**config.mk**
```make
export PLATFORM = sky130hd
export DESIGN_NAME = mux_rr_scheduler
export DESIGN_NICKNAME = d
export VERILOG_FILES = /design/src/rtl/mux_rr_scheduler.sv
export SDC_FILE = /design/constraint.sdc
export NUM_CORES = 1
export LEC_CHECK = 0
export ABC_AREA = 1
export CAP_MARGIN = 15
export CORE_MARGIN = 2
export CORE_UTILIZATION = 55
export DETAILED_ROUTE_END_ITERATION = 6
export GPL_TIMING_DRIVEN = 0
export PLACE_DENSITY = 0.88
export SYNTH_ARGS = -nofsm -noshare
export SYNTH_HDL_FRONTEND = slang
export SYNTH_SLANG_ARGS = --single-unit
```
**constraint.sdc**
```tcl
create_clock -name clk -period 4.3 [get_ports clk]
set_input_delay 0.86 -clock clk [delete_from_list [all_inputs] [get_ports clk]]
set_output_delay 0.86 -clock clk [all_outputs]
set_load 0.005 [all_outputs]
```
**src/rtl/mux_rr_scheduler.sv**
```systemverilog
// Round-robin scheduler that shares one 8:1 single-bit mux between eight requesters.
// A grant is held for up to BURST accepted beats, then priority rotates past the winner.
module mux_rr_scheduler #(
  parameter int BURST = 4,
  parameter int CNT_W = 4
) (
  input  logic       clk,
  input  logic       rst,
  input  logic [7:0] req,
  input  logic [7:0] d,
  output logic [2:0] sel,
  output logic [7:0] gnt,
  output logic       dout,
  output logic       out_valid,
  input  logic       out_ready,
  output logic       busy
);

  typedef enum logic {IDLE, BUSY} state_t;

  state_t           state, state_n;
  logic [2:0]       ptr, ptr_n, sel_n, pick;
  logic [7:0]       gnt_n;
  logic [CNT_W-1:0] cnt, cnt_n;
  logic             busy_n, found, accept, last_beat;

  // Scan upward from ptr with modulo-8 wrap; the first requester seen wins.
  always_comb begin
    pick  = ptr;
    found = 1'b0;
    for (int k = 0; k < 8; k++) begin
      if (!found && req[ptr + 3'(k)]) begin
        pick  = ptr + 3'(k);
        found = 1'b1;
      end
    end
  end

  assign dout      = d[sel];
  assign out_valid = (state == BUSY) && req[sel];
  assign accept    = out_valid && out_ready;
  assign last_beat = (cnt == CNT_W'(BURST - 1));

  always_comb begin
    state_n = state;
    sel_n   = sel;
    gnt_n   = gnt;
    ptr_n   = ptr;
    cnt_n   = cnt;
    busy_n  = busy;
    case (state)
      IDLE: begin
        if (found) begin
          state_n = BUSY;
          sel_n   = pick;
          gnt_n   = 8'd1 << pick;
          cnt_n   = '0;
          busy_n  = 1'b1;
        end
      end
      BUSY: begin
        // A dropped request ends the grant even if the burst is unfinished.
        if (!req[sel] || (accept && last_beat)) begin
          state_n = IDLE;
          gnt_n   = '0;
          busy_n  = 1'b0;
          cnt_n   = '0;
          ptr_n   = sel + 3'd1;
        end else if (accept) begin
          cnt_n = cnt + CNT_W'(1);
        end
      end
      default: state_n = IDLE;
    endcase
  end

  always_ff @(posedge clk or posedge rst) begin
    if (rst) begin
      state <= IDLE;
      sel   <= '0;
      gnt   <= '0;
      ptr   <= '0;
      cnt   <= '0;
      busy  <= 1'b0;
    end else begin
      state <= state_n;
      sel   <= sel_n;
      gnt   <= gnt_n;
      ptr   <= ptr_n;
      cnt   <= cnt_n;
      busy  <= busy_n;
    end
  end

endmodule
```
# Word-level counts from Yosys, hierarchy flattened
# Cells that the tools add are included.
dict set report word_totals {
  regBits 20
  in_bits 19
  output_inout_bits 14
}
dict set report classes {
  add_sub_neg 9
  magnitude_cmp 9
  eq_ne 4
  n_shift 1
  mux 48
  bitwise_logic 1
  reduce_logical 23
}
# cell count
set op_table {}
lappend op_table {{$lt A3 B4 Y1 const B} 9}
lappend op_table {{$bmux W1 S3} 10}
lappend op_table {{$mux W1} 22}
lappend op_table {{$mux W3} 7}
lappend op_table {{$mux W8} 2}
lappend op_table {{$pmux W8 S2} 1}
lappend op_table {{$add A3 B3 Y3 const B} 4}
lappend op_table {{$mux W4} 3}
lappend op_table {{$logic_and A1 B1 Y1} 10}
lappend op_table {{$logic_not A1 Y1} 8}
lappend op_table {{$pmux W4 S2} 1}
lappend op_table {{$reduce_and A2 Y1} 4}
lappend op_table {{$shl A1 B3 Y8 const A} 1}
lappend op_table {{$add A3 B1 Y3 const B} 2}
lappend op_table {{$add A3 B2 Y3 const B} 2}
lappend op_table {{$add A4 B1 Y4 const B} 1}
lappend op_table {{$eq A4 B2 Y1 const B} 1}
lappend op_table {{$pmux W1 S2} 2}
lappend op_table {{$ne A3 B1 Y1 const B} 1}
lappend op_table {{$ne A2 B1 Y1 const B} 1}
lappend op_table {{$ne A2 B2 Y1 const B} 1}
lappend op_table {{$logic_or A1 B1 Y1} 1}
lappend op_table {{$not A1 Y1} 1}

# Longest topological paths before layout
# Gate-level depths: netlist (run 1).
dict set report logic_depth {
  word_depth 27
  mapped_depth 21
  ltp_nobuf 20
}

# Worst setup path after synthesis (run 1)
# No wires, ideal clock.
dict set report synth_path {
  path_kind {reg2reg}
  from {reg ptr[0]}
  to {reg gnt[4]}
  setup_ps 118
  arrival_time_ps 2206
  required_time_ps 4182
  path_slack_ps 1977
  path_stages_with_launch 18
  path_buffers 1
  period_less_slack_ps 2323
  cell_sequence {dfrtp_1 > inv_2 > buf_6 > ha_1 > inv_2 > nand3_1 > nand3_1 > nand2_2 > nor2_4 > nand4_4 > nor2_4 > nand3_2 > clkinv_1 > nand2_1 > nand2_2 > nor2_2 > nand3_1 > nand2_1}
}
dict set report synth_between {
  elab_chain_len 27
  elab_cells_between_ends 57
}
# item line_no
set synth_lines {}
lappend synth_lines {{start: declaration} 22} ;# logic [2:0] ptr, ptr_n, sel_n, pick;
lappend synth_lines {{start signal: assignment} 89} ;# ptr <= ptr_n;
lappend synth_lines {{parallel branches: the longest is 27 deep, another holds $add A3 B1 Y3} --}
lappend synth_lines {{end signal: assignment} 88} ;# gnt <= gnt_n;
lappend synth_lines {{end: declaration} 12} ;# output logic [7:0] gnt,
# Several ways; the timed one is not identified. The select of a mux whose other input is x is not followed.
# A chain may end at the register's enable or synchronous reset.

# Worst setup path in the final report (run 1)
dict set report layout_path {
  from {in req[5]}
  to {out out_valid}
}
dict set report layout_between {
  elab_chain_len 3
}
# item line_no
set layout_lines {}
lappend layout_lines {{start: declaration} 9} ;# input logic [7:0] req,
lappend layout_lines {{$bmux W1 S3} 40} ;# assign out_valid = (state == BUSY) && req[sel];
lappend layout_lines {{$mux W1 (not written as such)} 40}
lappend layout_lines {{$logic_and A1 B1 Y1} 40}
lappend layout_lines {{end: declaration} 14} ;# output logic out_valid,
# No other way between the ends. The select of a mux whose other input is x is not followed.

==> impl_metrics.py, run 1 <==
metrics = {
    "placement": {
        "place_hpwl_um": 3640,
        "globalplace.congestion": 0.904,
        "port_buffers": 32,
    },
    "synthesis": {
        "ys.flop_type": "dfrtp_1",
        "ys_warn_count": 0,
        "synth_cell_types": 32,
        "postSynth.asyncResetShare_pct": 100,
        "syn_inst": 288,
        "synth_edf_count": 0,
        "synth.avg_cell_area_sq_um": 6.35,
        "ys_seq_area_share_pct": 27.4,
        "syn-num-nets": 311,
        "ys_ff_latch": 20,
        "syn_area_sq_um": 1830,
    },
    "clock_tree": {
        "cts_num_sinks": 20,
        "cts_root_buffer": "clkbuf_4",
        "post_cts_buffers": 0,
        "clk_pin_slew_ps": 110,
        "cts_hold_buf": 0,
        "h-tree-depth": 1,
        "cts_tree": "yes",
        "cts_buffers": 3,
        "cts_buffer_depth": 2,
        "cts_resized": 0,
        "clk_latency_ps": 310,
    },
    "worst_setup_path": {
        "cp.required_ps": 3440,
        "critPathMaxFanout": 3,
        "cp_slowest_cell": "clkdlybuf4s50_1",
        "path_cells": "clkdlybuf4s50_1, o21ai_0, o221ai_1, nand2_1, nor2_1, clkdlybuf4s50_1",
        "critPathKind": "in -> out",
        "critPathArrivalTime_ps": 2430,
        "critPathLaunchType": "input pin",
        "slowest_delay_ps": 540,
        "cpLargestDelayFamily": "buffers and inverters",
        "critPathCaptureType": "primary output",
        "r2r_setup_slack_ps": 1440,
        "cp_num_buf_inv": 2,
        "path_common_cell": "clkdlybuf4s50_1",
    },
    "sta": {
        "fmax_ghz": 0.304,
        "slew_headroom_pct": 50.1,
        "tightest_slew_ps": 748,
        "fin_crit_sh_pct": 76.5,
        "skew_ps": 6.20,
        "rsz0062_at_grt": "false",
        "hold_viol_final": 0,
        "drv_slew": 0,
        "hold_ws_ps": 490,
        "min_period_ps": 3290,
        "fin_tns_setup_ps": 0,
        "setup_violations": 0,
    },
    "floorplanning": {
        "start_util_pct": 58.9,
        "ios": 33,
        "coreArea_sq_um": 3100,
        "die_x_um": 61.7,
        "dieArea_sq_um": 3800,
        "rows": 20,
        "die_h_um": 61.7,
    },
    "detailed_routing": {
        "wl_per_cell_um": 12.9,
        "wirelength_um": 4750,
        "via_count": 2042,
        "drt-initial-drc-count": 148,
        "postRouteAntennaNets": 0,
        "dr.pass1.iters": 5,
        "viasPerCell": 5.55,
        "drt_drc_violations_left": 0,
    },
    "global_routing": {
        "grt_pass1_vias": 1823,
        "grt_overflow": 0,
        "antenna_found_initial": 0,
        "grt_pass1_wl_um": 7820,
        "track_usage_pct": 27.4,
        "grt_max_degree": 21,
    },
    "cells_and_area": {
        "post-route-util_pct": 72.7,
        "drive_gt1_share_pct": 13.0,
        "antennaDiodeCount": 0,
        "fin_nets": 348,
        "area_delta_synth_final_pct": 23.4,
        "layout_commonest_cell": "nand2_1",
        "nFillCells": 296,
        "layout_common_cells": "102 x nand2_1, 46 x nand3_1, 32 x clkdlybuf4s50_1, 20 x nor2_1, 20 x dfrtp_1",
    },
    "hold_path": {
        "hold_path_class": "reg -> reg",
    },
    "run_status": {
        "status": "complete, no violations",
    },
    "flow_run": {
        "cap_viol_max_count": 0,
    },
}
==> sequential cells by signal, summed over array words and instances (netlist names) <==
| register | cells |
|---|---|
| busy | 1 |
| cnt | 4 |
| gnt | 8 |
| ptr | 3 |
| sel | 3 |
| state | 1 |
==> final timing paths <==
kind	start	endpoint	cells past startpoint
min in group asynchronous	rst	cnt[3]	2
setup reg to reg	ptr[1]	gnt[3]	17
hold / removal	gnt[1]	gnt[1]	2
hold reg to reg	gnt[1]	gnt[1]	2
setup / recovery	req[5]	out_valid	6
max in group asynchronous	rst	gnt[2]	2
==> through the flow <==
step / worst slack, ps / std cells / area [sq um]
4_1_cts: 1020 / 368 / 2260
3_3_place_gp: 1050 / 364 / 2200
5_1_grt: 910 / 368 / 2260
2_1_floorplan: 1980 / 288 / 1830
6_report: 1010 / 368 / 2260
3_5_place_dp: 1030 / 364 / 2200
==> worst reg2reg max path: cells and delay by family (launching register included) <==
family / cells / cell delay [ps]
DFF: 1 / 540
AOI/OAI and AO/OA: 2 / 320
buffers and inverters: 4 / 470
adders and majority gates: 1 / 480
and+or+nand+nor: 10 / 980
==> synthesized netlist by cell type (3+ instances only) <==
master	instances	area share, %
nor2_2	3	1.0
dfrtp_1	20	27
a21oi_1	4	1.1
inv_2	10	2.1
nand2_2	9	3.1
o21ai_0	15	4.1
nand4_1	8	2.7
clkinv_1	3	0.62
ha_1	4	2.7
o21ai_1	3	0.82
inv_1	16	3.3
nor2_4	3	1.8
nand3_1	46	13
nand2_1	102	21
nor2_1	20	4.1
==> cells by family (layout without fill, tap and decap cells) <==
| group | Yosys count | in the layout | share of synthesized area [%] |
|---|---|---|---|
| fa+ha+maj | 4 | 4 | 2.74 |
| xor+xnor | 2 | 2 | 1.37 |
| buf+inv | 34 | 70 | 7.73 |
| simple gates | 196 | 196 | 49.6 |
| compound gates | 32 | 32 | 11.2 |
| flops | 20 | 20 | 27.4 |
==> per-layer routing <==
metal | track usage, % | routed length, um
met1 | 36.3 | 2090
met2 | 47.1 | 2390
met5 | 0 | 0
met4 | 6.99 | 34
met3 | 3.78 | 241
==> final cells by class <==
| cell class | instances | area, sq um | area share (%) |
|---|---|---|---|
| multi-input combinational | 234 | 1190 | 52.6 |
| sequential | 20 | 500 | 22.2 |
| timing repair buffer | 32 | 320 | 14.2 |
| inverter | 29 | 109 | 4.83 |
| tap | 44 | 55.1 | 2.44 |
| buffer | 5 | 32.5 | 1.44 |
| clock inverter | 1 | 30.0 | 1.33 |
| clock buffer | 3 | 22.5 | 0.998 |
Power of run 1 is left out: the tool's default activity adds up to more than one toggle a clock period on the data nets, which glitch-free logic cannot reach.
==> inputs of run 2 (changes only) <==
Settings changed: CORE_UTILIZATION 55 to 53, PLACE_DENSITY 0.88 to 0.85.
Clock period 4.3 ns to 3.4 ns, I/O delays scaled along.
==> run 2 against run 1 <==
  * Non-clock buffer count is the same
  * Final area shrank 1.2%
  * Register-to-register slack lost 920 ps
  * Routed wire length shrank 7.9%
  * Worst setup slack lost 500 ps
  * Critical path depth is the same
  * Core utilization shrank 5.9 points
  * Global-route usage shrank 3.5 points
  * Die area grew 3.5%
  * Via count shrank 4.8%
==> impl_metrics.py, run 2 (synthesis results as in run 1) <==
metrics = {
    "global_routing": {
        "antenna_found_initial": 0,
        "track_usage_pct": 23.8,
        "grt_overflow": 0,
        "grt_pass1_wl_um": 7750,
        "grt_max_degree": 21,
        "grt_pass1_vias": 1798,
    },
    "clock_tree": {
        "cts_hold_buf": 0,
        "cts_num_sinks": 20,
        "cts_buffer_depth": 2,
        "cts_root_buffer": "clkbuf_4",
        "post_cts_buffers": 0,
        "cts_tree": "yes",
        "clk_latency_ps": 290,
        "cts_resized": 0,
        "cts_buffers": 3,
        "h-tree-depth": 1,
        "clk_pin_slew_ps": 110,
    },
    "worst_setup_path": {
        "critPathKind": "in -> out",
        "cp.required_ps": 2720,
        "path_common_cell": "clkdlybuf4s50_1",
        "critPathArrivalTime_ps": 2200,
        "cp_slowest_cell": "clkdlybuf4s50_1",
        "cpLargestDelayFamily": "buffers and inverters",
        "critPathMaxFanout": 3,
        "slowest_delay_ps": 520,
        "critPathCaptureType": "primary output",
        "path_cells": "clkdlybuf4s50_1, o21ai_0, o221ai_1, nand2_1, nor2_1, clkdlybuf4s50_1",
        "critPathLaunchType": "input pin",
        "cp_num_buf_inv": 2,
    },
    "sta": {
        "tightest_slew_ps": 733,
        "skew_ps": 3.36,
        "fin_crit_sh_pct": 84.8,
        "min_period_ps": 2880,
        "slew_headroom_pct": 51.1,
        "fin_tns_setup_ps": 0,
        "setup_violations": 0,
        "drv_slew": 0,
        "fmax_ghz": 0.347,
        "rsz0062_at_grt": "false",
        "hold_viol_final": 0,
    },
    "cells_and_area": {
        "post-route-util_pct": 66.8,
        "top_regs": "gnt: 8 flops, cnt: 4 flops",
        "area_delta_synth_final_pct": 21.9,
        "layout_commonest_cell": "nand2_1",
        "antennaDiodeCount": 0,
        "drive_gt1_share_pct": 12.7,
        "nFillCells": 319,
        "largest_register_ffs": 8,
        "fin_nets": 348,
        "layout_common_cells": "102 x nand2_1, 46 x nand3_1, 32 x clkdlybuf4s50_1, 20 x nor2_1, 20 x dfrtp_1",
        "top_register": "gnt",
    },
    "floorplanning": {
        "rows": 21,
        "ios": 33,
        "die_x_um": 62.7,
        "coreArea_sq_um": 3340,
        "start_util_pct": 54.8,
        "dieArea_sq_um": 3940,
        "die_h_um": 62.7,
    },
    "detailed_routing": {
        "postRouteAntennaNets": 0,
        "drt-initial-drc-count": 120,
        "drt_drc_violations_left": 0,
        "via_count": 1944,
        "wl_per_cell_um": 11.9,
        "wirelength_um": 4380,
        "viasPerCell": 5.27,
        "dr.pass1.iters": 4,
    },
    "placement": {
        "globalplace.congestion": 0.912,
        "place_hpwl_um": 3430,
        "port_buffers": 32,
    },
    "flow_run": {
        "cap_viol_max_count": 0,
    },
    "run_status": {
        "status": "complete, no violations",
    },
    "hold_path": {
        "hold_path_class": "reg -> reg",
    },
}
run 2: layout make-up:
type | count | area [sq um] | share of cell area (%)
tap | 46 | 57.6 | 2.58
multi-input combinational | 234 | 1190 | 53.2
inverter | 29 | 109 | 4.88
sequential | 20 | 500 | 22.5
clock buffer | 3 | 22.5 | 1.01
buffer | 5 | 32.5 | 1.46
timing repair buffer | 32 | 320 | 14.4
run 2: worst paths after layout:
check / from / slack, ps / cells after the start / to
worst max register to register: ptr[1] / 520 / 15 / cnt[2]
worst min register to register: gnt[3] / 490 / 2 / gnt[3]
max in group asynchronous: rst / 2150 / 2 / state
worst max-delay path: req[6] / 520 / 6 / out_valid
worst min-delay path: gnt[3] / 490 / 2 / gnt[3]
min in group asynchronous: rst / 800 / 2 / gnt[5]
run 2: worst reg2reg max path, cell delays in order (launching register included):
cell and delay [ps]:
dfrtp_1 560, inv_2 170, ha_1 430, inv_2 150, nand3_1 110, nand3_1 100
nand2_2 110, nor2_4 170, nand4_4 120, nor2_4 170, a31oi_4 140, inv_2 140
nand2_1 80, inv_2 150, nand2_1 90, a21oi_1 130
run 2: per-layer routing:
layer	part of all wire, %	vias to the layer above	track usage [%]
li1	-	1025	-
met1	48	874	33.3
met2	48	43	40.2
met3	3.7	2	3.42
met4	0.30	0	3.61
met5	0	-	0
run 2: through the flow:
stage / hold WS [ps] / std cells / cell area, sq um / setup slack, ps
final: 492 / 369 / 2230 / 516
after global routing: 525 / 369 / 2230 / 310
after CTS: 494 / 369 / 2230 / 502
after detailed placement: 467 / 366 / 2210 / 519
after global placement: 466 / 366 / 2210 / 511
after floorplan: 473 / 288 / 1830 / 1080
Power of run 2 is left out for the same reason.
